[config.mk]
export PLATFORM = sky130hd
export DESIGN_NAME = multicycle_controller
export DESIGN_NICKNAME = d
export VERILOG_FILES = /design/src/rtl/multicycle_controller.sv
export SDC_FILE = /design/constraint.sdc
export NUM_CORES = 1
export LEC_CHECK = 0
export BUFFER_PORTS_ARGS = -buffer_cell sky130_fd_sc_hd__clkbuf_2
export CAP_MARGIN = 10
export CORE_UTILIZATION = 41
export DETAILED_ROUTE_END_ITERATION = 8
export PLACE_DENSITY = 0.67
export SYNTH_ARGS = -nofsm -noshare
export SYNTH_HDL_FRONTEND = slang
export SYNTH_SLANG_ARGS = --single-unit
export TNS_END_PERCENT = 5
[constraint.sdc]
create_clock -name clk -period 3.25 [get_ports clk]
set_input_delay 0.975 -clock clk [delete_from_list [all_inputs] [get_ports clk]]
set_output_delay 0.975 -clock clk [all_outputs]
set_load 0.01 [all_outputs]
[src/rtl/multicycle_controller.sv]
// Multicycle MIPS control unit: Moore FSM sequencing fetch/decode/execute over a
// handshaked memory, with a per-state wait timeout that aborts to a fresh fetch.
module multicycle_controller #(
   parameter int TIMEOUT = 15
) (
   input  logic       clk,
   input  logic       rst,
   input  logic [5:0] Opcode,
   input  logic [5:0] Funct,
   input  logic       Zero,
   input  logic       mem_ready,
   output logic       IorD,
   output logic       MemRead,
   output logic       MemWrite,
   output logic       IRWrite,
   output logic       RegDst,
   output logic       MemtoReg,
   output logic       RegWrite,
   output logic       ALUSrcA,
   output logic       PCEn,
   output logic [1:0] ALUSrcB,
   output logic [1:0] PCSrc,
   output logic [2:0] ALUControl,
   output logic [3:0] state_o,
   output logic       illegal,
   output logic       bus_error
);

   typedef enum logic [3:0] {
      FETCH  = 4'd0,  DECODE = 4'd1,  MEMADR = 4'd2,  MEMRD  = 4'd3,
      MEMWB  = 4'd4,  MEMWR  = 4'd5,  EXEC   = 4'd6,  ALUWB  = 4'd7,
      BRANCH = 4'd8,  ADDIEX = 4'd9,  ADDIWB = 4'd10, JUMP   = 4'd11
   } state_t;

   localparam logic [5:0] OP_RTYPE = 6'b000000;
   localparam logic [5:0] OP_LW    = 6'b100011;
   localparam logic [5:0] OP_SW    = 6'b101011;
   localparam logic [5:0] OP_BEQ   = 6'b000100;
   localparam logic [5:0] OP_ADDI  = 6'b001000;
   localparam logic [5:0] OP_J     = 6'b000010;

   state_t     state, next;
   logic [7:0] wait_cnt;
   logic       mem_state, timeout;
   logic       funct_ok;
   logic [2:0] funct_alu;

   assign mem_state = (state == FETCH) || (state == MEMRD) || (state == MEMWR);
   // mem_ready wins: a timeout only fires in a cycle where memory is still not ready
   assign timeout   = mem_state && !mem_ready && (wait_cnt == 8'(TIMEOUT));
   assign state_o   = state;

   always_comb begin
      funct_ok  = 1'b1;
      funct_alu = 3'b000;
      case (Funct)
         6'b100000: funct_alu = 3'b010;
         6'b100010: funct_alu = 3'b110;
         6'b100100: funct_alu = 3'b000;
         6'b100101: funct_alu = 3'b001;
         6'b101010: funct_alu = 3'b111;
         default:   funct_ok  = 1'b0;
      endcase
   end

   always_comb begin
      next = state;
      case (state)
         FETCH:  if (mem_ready) next = DECODE;
                 else if (timeout) next = FETCH;
         DECODE: case (Opcode)
                    OP_LW, OP_SW: next = MEMADR;
                    OP_RTYPE:     next = EXEC;
                    OP_BEQ:       next = BRANCH;
                    OP_ADDI:      next = ADDIEX;
                    OP_J:         next = JUMP;
                    default:      next = FETCH;
                 endcase
         MEMADR: next = (Opcode == OP_LW) ? MEMRD : MEMWR;
         MEMRD:  if (mem_ready) next = MEMWB;
                 else if (timeout) next = FETCH;
         MEMWR:  if (mem_ready || timeout) next = FETCH;
         EXEC:   next = funct_ok ? ALUWB : FETCH;
         ADDIEX: next = ADDIWB;
         default: next = FETCH;
      endcase
   end

   // Counter restarts on every state entry, including a timeout re-entry of FETCH
   always_ff @(posedge clk or negedge rst) begin
      if (!rst) begin
         state    <= FETCH;
         wait_cnt <= 8'd0;
      end else begin
         state <= next;
         if (next != state || timeout)
            wait_cnt <= 8'd0;
         else if (mem_state && !mem_ready)
            wait_cnt <= wait_cnt + 8'd1;
      end
   end

   always_comb begin
      IorD = 1'b0;  MemRead = 1'b0;  MemWrite = 1'b0;  IRWrite = 1'b0;
      RegDst = 1'b0;  MemtoReg = 1'b0;  RegWrite = 1'b0;  ALUSrcA = 1'b0;
      PCEn = 1'b0;  ALUSrcB = 2'b00;  PCSrc = 2'b00;  ALUControl = 3'b000;
      illegal = 1'b0;  bus_error = 1'b0;
      case (state)
         FETCH: begin
            MemRead = 1'b1;  ALUSrcB = 2'b01;  ALUControl = 3'b010;
            IRWrite = mem_ready;  PCEn = mem_ready;  bus_error = timeout;
         end
         DECODE: begin
            ALUSrcB = 2'b11;  ALUControl = 3'b010;
            illegal = !(Opcode inside {OP_RTYPE, OP_LW, OP_SW, OP_BEQ, OP_ADDI, OP_J});
         end
         MEMADR: begin ALUSrcA = 1'b1;  ALUSrcB = 2'b10;  ALUControl = 3'b010; end
         MEMRD:  begin MemRead = 1'b1;  IorD = 1'b1;  bus_error = timeout; end
         MEMWB:  begin RegWrite = 1'b1;  MemtoReg = 1'b1; end
         MEMWR:  begin MemWrite = !timeout;  IorD = 1'b1;  bus_error = timeout; end
         EXEC:   begin ALUSrcA = 1'b1;  ALUControl = funct_alu;  illegal = !funct_ok; end
         ALUWB:  begin RegWrite = 1'b1;  RegDst = 1'b1; end
         BRANCH: begin
            ALUSrcA = 1'b1;  ALUControl = 3'b110;  PCSrc = 2'b01;  PCEn = Zero;
         end
         ADDIEX: begin ALUSrcA = 1'b1;  ALUSrcB = 2'b10;  ALUControl = 3'b010; end
         ADDIWB: RegWrite = 1'b1;
         JUMP:   begin PCSrc = 2'b10;  PCEn = 1'b1; end
         default: ;
      endcase
      // reset parks the FSM in FETCH but must not let its strobes through
      if (!rst) begin
         MemRead = 1'b0;  MemWrite = 1'b0;  IRWrite = 1'b0;  PCEn = 1'b0;
         RegWrite = 1'b0;  illegal = 1'b0;  bus_error = 1'b0;
      end
   end

endmodule

* Word-level counts from Yosys, hierarchy flattened
Index checks and enable logic that the tools add are counted.
** Storage, ports and cells
- Output and inout bits :: 22
- Input bits :: 16
- Flip-flop bits (word level) :: 12
- Word-level logic and storage cells :: 82
** Operators by class
- Eq/ne operators :: 23
- Reductions and logical operators :: 23
- Add/subtract/negate cells :: 1
- Mux-type cells :: 33
** Operators by type and width (number)
- 6-bit == test, second input constant :: 7
- 4-bit case mux with 7 select lines :: 1
- 4-bit case mux with 5 select lines :: 1
- 1-bit two-way mux :: 17
- 4-bit by 3-bit == test with 1-bit output, second input constant :: 4
- 4-bit == test, second input constant :: 4
- 4-bit two-way mux :: 4
- 8-bit two-way mux :: 2
- 3-bit case mux with 4 select lines :: 1
- 3-bit case mux with 3 select lines :: 1
- 8-bit by 1-bit adder with 8-bit output, second input constant :: 1
- 4-bit by 2-bit == test with 1-bit output, second input constant :: 2
- 8-bit by 4-bit == test with 1-bit output, second input constant :: 1
- 2-bit OR reduction :: 4
- 4-bit OR reduction :: 2
- 6-bit by 2-bit == test with 1-bit output, second input constant :: 1
- 6-bit by 3-bit == test with 1-bit output, second input constant :: 1
- 6-bit by 4-bit == test with 1-bit output, second input constant :: 1
- 6-bit zero test :: 1
- 3-bit two-way mux :: 2
- 2-bit case mux with 3 select lines :: 1
- 6-bit nonzero test :: 1
- 3-bit OR reduction :: 2
- 5-bit OR reduction :: 1
- other kinds (10) :: 17

* Logic depth before layout (Yosys ltp)
- Word-level depth :: 11
- Depth in mapped cells :: 6

* Worst setup path after synthesis
Ideal clock, no wire load.
- Kind :: input to output
- Start point :: input port mem_ready
- End point :: output port MemWrite
- Arrival time :: 1941 ps
- Setup slack :: 334 ps
- Stages :: 4
- Buffers on the path :: 1
- Cell sequence :: and4bb_2 -> and4_1 -> buf_4 -> nor4_1
** Between the ends
- Word-level cells in the longest chain between the ends :: 6
** RTL lines
- start, declared :: RTL line 11 : input logic mem_ready,
- 1-bit zero test :: RTL line 50 : assign timeout = mem_state && !mem_ready && (wait_cnt == 8'(TIMEOUT));
- 1-bit logical AND (2 in a row) :: RTL line 50
- 1-bit zero test :: RTL line 120 : MEMWR: begin MemWrite = !timeout; IorD = 1'b1; bus_error = timeout; end
- 1-bit two-way mux :: RTL line 108 : case (state)
- 1-bit two-way mux :: RTL line 132 : if (!rst) begin
- end, declared :: RTL line 14 : output logic MemWrite,
No other way between the ends.

* Worst setup path after layout
- Start point :: register state[0], in the netlist state_o[0]
- End point :: output port bus_error
** Between the ends
- Word-level cells in the longest chain between the ends :: 7
- Elaborated cells on any way between the ends :: 10
- Classes of those cells :: 2 x eq/ne; 2 x mux; 6 x reduce/logical
** RTL lines
- start, declared :: RTL line 42 : state_t state, next;
- start signal, assigned :: RTL line 95 : state <= next;
- 4-bit by 2-bit == test with 1-bit output / 4-bit zero test (equally long branches) :: RTL line 48, 108
- 1-bit logical OR (2 in a row) :: RTL line 48 : assign mem_state = (state == FETCH) || (state == MEMRD) || (state == MEMWR);
- 1-bit logical AND (2 in a row) :: RTL line 50
- 1-bit two-way mux * :: RTL line 108
- 1-bit two-way mux * :: RTL line 132
- end, declared :: RTL line 26 : output logic bus_error
Every way passes the cells marked *; elsewhere a longest branch is shown, timed or not.

==> flow_metrics.py <==
metrics = {
    "layout": {
        "design_area_mm2": 0.00134,
        "area_delta_synth_final_pct": 21.3,
        "final_net_count": 195,
        "fillers": 258,
        "post_route_cells_drive_above_1_share_pct": 29.0,
        "antennaDiodeCount": 0,
    },
    "drt": {
        "wirelength_um": 2960,
        "detailed_route_iter0_violations": 24,
        "route.vias.total": 1206,
        "avgRoutedWirePerCell_um": 14.4,
        "drc": 0,
        "drt.antenna.violating_nets": 0,
        "drt-pass1-iter-count": 4,
        "avgViaCountPerCell": 5.85,
    },
    "timing": {
        "min_period_ns": 3.06,
        "timing.fmax_ghz": 0.327,
        "fin_crit_sh_pct": 94.1,
        "finClkSkew_ns": 0.00981,
        "tns_setup_ns": 0,
        "slew_violations": 0,
        "report.final.hold_viol_count": 0,
        "rsz0062_at_grt": "false",
        "report.final.setup_viol": 0,
        "tightest_slew_ns": 0.454,
        "relSlewSlack_pct": 69.7,
    },
    "power": {
        "clockPowerShare_pct": 22.0,
        "power.switching_uw": 161,
        "p_seq_share_pct": 42.3,
        "power_density_mw_per_mm2": 315,
        "comb_power_share_pct": 35.7,
        "sw_frac_of_total_pct": 38.0,
        "power.static_leakage_uw": 0.000577,
        "fin_total_pwr_uw": 423,
        "max-vdd-ir-drop_uv": 271,
        "cellInternalPower_uw": 262,
    },
    "place": {
        "port_buffers": 37,
        "dpl_cell_area_mm2": 0.00132,
        "finalWeightedCongestion": 0.817,
        "dpl_wire_length_um": 2280,
    },
    "floorplanning": {
        "floorplan.initialDensity_pct": 43.8,
        "die_width_um": 53.9,
        "design.die.area_mm2": 0.00291,
        "pin_count": 38,
        "core.rowCount": 18,
        "core_region_area_mm2": 0.00252,
        "die_height_um": 53.9,
    },
    "clock_network": {
        "clockBufferDepth": 2,
        "cts-root-buf": "sky130_fd_sc_hd__clkbuf_4",
        "cts_tree": "built",
        "cts-buffers-inserted": 3,
        "cts.sink_count": 12,
        "cts_setup_buffers": 0,
        "cts.hold.buffers_added": 0,
        "cts.repair.resized": 0,
        "cts.clk_slew.worst_paths_ns": 0.08,
        "cts_htree_levels": 1,
        "clk_latency_ns": 0.27,
    },
    "yosys": {
        "ys.warnings.count": 0,
        "synth_seq_area_share_pct": 27.1,
        "syn_area_cell_um2": 7.96,
        "synth_common_cells": "15 x sky130_fd_sc_hd__nor2_1, 13 x sky130_fd_sc_hd__nor3_1, 12 x sky130_fd_sc_hd__dfrtp_1, 9 x sky130_fd_sc_hd__nand2_1, 6 x sky130_fd_sc_hd__nand2b_1",
        "synth.area.top_cells": "sky130_fd_sc_hd__dfrtp_1 27%, sky130_fd_sc_hd__nor3_1 5.9%, sky130_fd_sc_hd__nor2_1 5.1%",
        "syn_area_mm2": 0.00111,
        "synth_most_common_cell": "sky130_fd_sc_hd__nor2_1",
        "yosys_top_cell_area_share_pct": 27.1,
        "synth.ff_latch_count": 12,
        "post_synthesis_net_count": 156,
        "syn_inst": 139,
        "dominant_register_cell_in_the_synthesized_netlist": "sky130_fd_sc_hd__dfrtp_1",
        "synth_enable_flop_cells": 0,
        "synth.distinct_cells": 47,
        "synth_top_cell_by_area": "sky130_fd_sc_hd__dfrtp_1",
        "synthArstFlopShare_pct": 100,
    },
    "run": {
        "max_cap_violations": 0,
    },
    "hold_path": {
        "timing.hold.worst.class": "reg2reg",
    },
    "global_route": {
        "globalRoute.totalOverflow": 0,
        "first_global_vias": 1053,
        "largest_net_degree_at_the_start_of_global_routing": 16,
        "first_pass_grt_wire_length_um": 4860,
        "grt_use_total_pct": 22.4,
        "initial_antenna_violation_count": 0,
    },
    "worst_setup_path": {
        "criticalPathCategory": "reg2out",
        "critical_path_required_ns": 2.27,
        "timing.critical_path.arrival_ns": 2.08,
        "start_kind": "register",
        "worst-path-max-fanout": 15,
        "kind_of_end_point_of_the_critical_path": "primary output",
        "timing.critical_path.slowest_stage_cell": "sky130_fd_sc_hd__dfrtp_1",
        "critical_path_cell_by_cell": "inv_1 -> o21ai_2 -> and4_1 -> and2_1 -> clkbuf_2",
        "critical-path-max-stage-delay_ns": 0.63,
    },
    "outcome": {
        "run_status": "finished clean",
    },
}
[area by class of cell]
cell class	count	area [um2]	share of cell area, %
sequential	12	300	22.4
multi-input combinational	115	747	55.7
inverter	5	18.8	1.40
tap	30	37.5	2.80
timing repair buffer	41	215	16.0
clock buffer	3	22.5	1.68
[metrics by stage]
stage	util (%)	setup WS (ns)	hold WS, ns	cells
final	53.2	0.192	0.516	206
after global routing	53.2	0.0354	0.550	206
after CTS	53.2	0.200	0.520	206
after detailed placement	52.3	0.228	0.511	203
after global placement	52.3	0.251	0.507	203
after floorplan	-	0.334	0.475	139
[path summary, 6_finish.rpt]
path | start | endpoint | slack (ns) | cells past startpoint
max | state_o[0] | bus_error | 0.19 | 5
min | wait_cnt[6] | wait_cnt[6] | 0.52 | 1
max reg2reg | state_o[1] | state_o[2] | 1.47 | 5
min reg2reg | wait_cnt[6] | wait_cnt[6] | 0.52 | 1
max in group asynchronous | rst | wait_cnt[0] | 2.29 | 2
min in group asynchronous | rst | wait_cnt[4] | 0.55 | 1
[power groups by stage]
stage | Sequential [uW] | Combinational (uW) | Clock [uW]
after floorplan | 171 | 101 | 0
after global placement | 181 | 147 | 0
after detailed placement | 182 | 151 | 0
after CTS | 179 | 151 | 92.9
after global routing | 181 | 168 | 98.9
final | 179 | 151 | 92.9
[critical path, delay by kind of cell, from the launching register on]
family,cells,cell delay [ns]
and+or+nand+nor,2,0.53
AOI/OAI and AO/OA,1,0.31
buffers and inverters,2,0.33
DFF,1,0.63
[logic make-up (layout without fill, tap and decap cells)]
| group | count (synthesis) | in the layout | synth area share, % |
|---|---|---|---|
| muxes | 4 | 4 | 3.96 |
| adders and majority gates | 1 | 1 | 1.13 |
| DFF | 12 | 12 | 27.1 |
| xor gates and xnor gates | 7 | 7 | 6.22 |
| AOI/OAI and AO/OA | 31 | 31 | 20.2 |
| buffers and inverters | 12 | 49 | 5.32 |
| and+or+nand+nor | 72 | 72 | 36.0 |
[flip-flops by register name (all words and copies together) (netlist names)]
signal,cells
wait_cnt,8
state_o,4
[layer usage]
metal / vias up / wire, um / GRT usage, %
li1: 606 / - / -
met1: 565 / 1480 / 32.8
met2: 35 / 1330 / 36.2
met3: 0 / 146 / 3.95
met4: 0 / 0 / 0
met5: - / 0 / 0
[cell usage in the layout, fill, tap and decap left out, types with 3 or more instances in the layout]
cell type / count
sky130_fd_sc_hd__clkbuf_2: 37
sky130_fd_sc_hd__o2111ai_1: 5
sky130_fd_sc_hd__nor3_1: 13
sky130_fd_sc_hd__nand3_1: 5
sky130_fd_sc_hd__clkbuf_4: 3
sky130_fd_sc_hd__dfrtp_1: 12
sky130_fd_sc_hd__a21oi_1: 3
sky130_fd_sc_hd__nand2b_1: 6
sky130_fd_sc_hd__xor2_1: 5
sky130_fd_sc_hd__o21ai_0: 4
sky130_fd_sc_hd__o211ai_1: 3
sky130_fd_sc_hd__mux2_2: 3
sky130_fd_sc_hd__nand2_1: 9
sky130_fd_sc_hd__nor2_1: 15
sky130_fd_sc_hd__nor4_1: 5
sky130_fd_sc_hd__inv_1: 5
sky130_fd_sc_hd__and4_1: 3
sky130_fd_sc_hd__buf_4: 4
sky130_fd_sc_hd__or3_1: 4
Note: power is estimated with default switching activity, not from simulation.
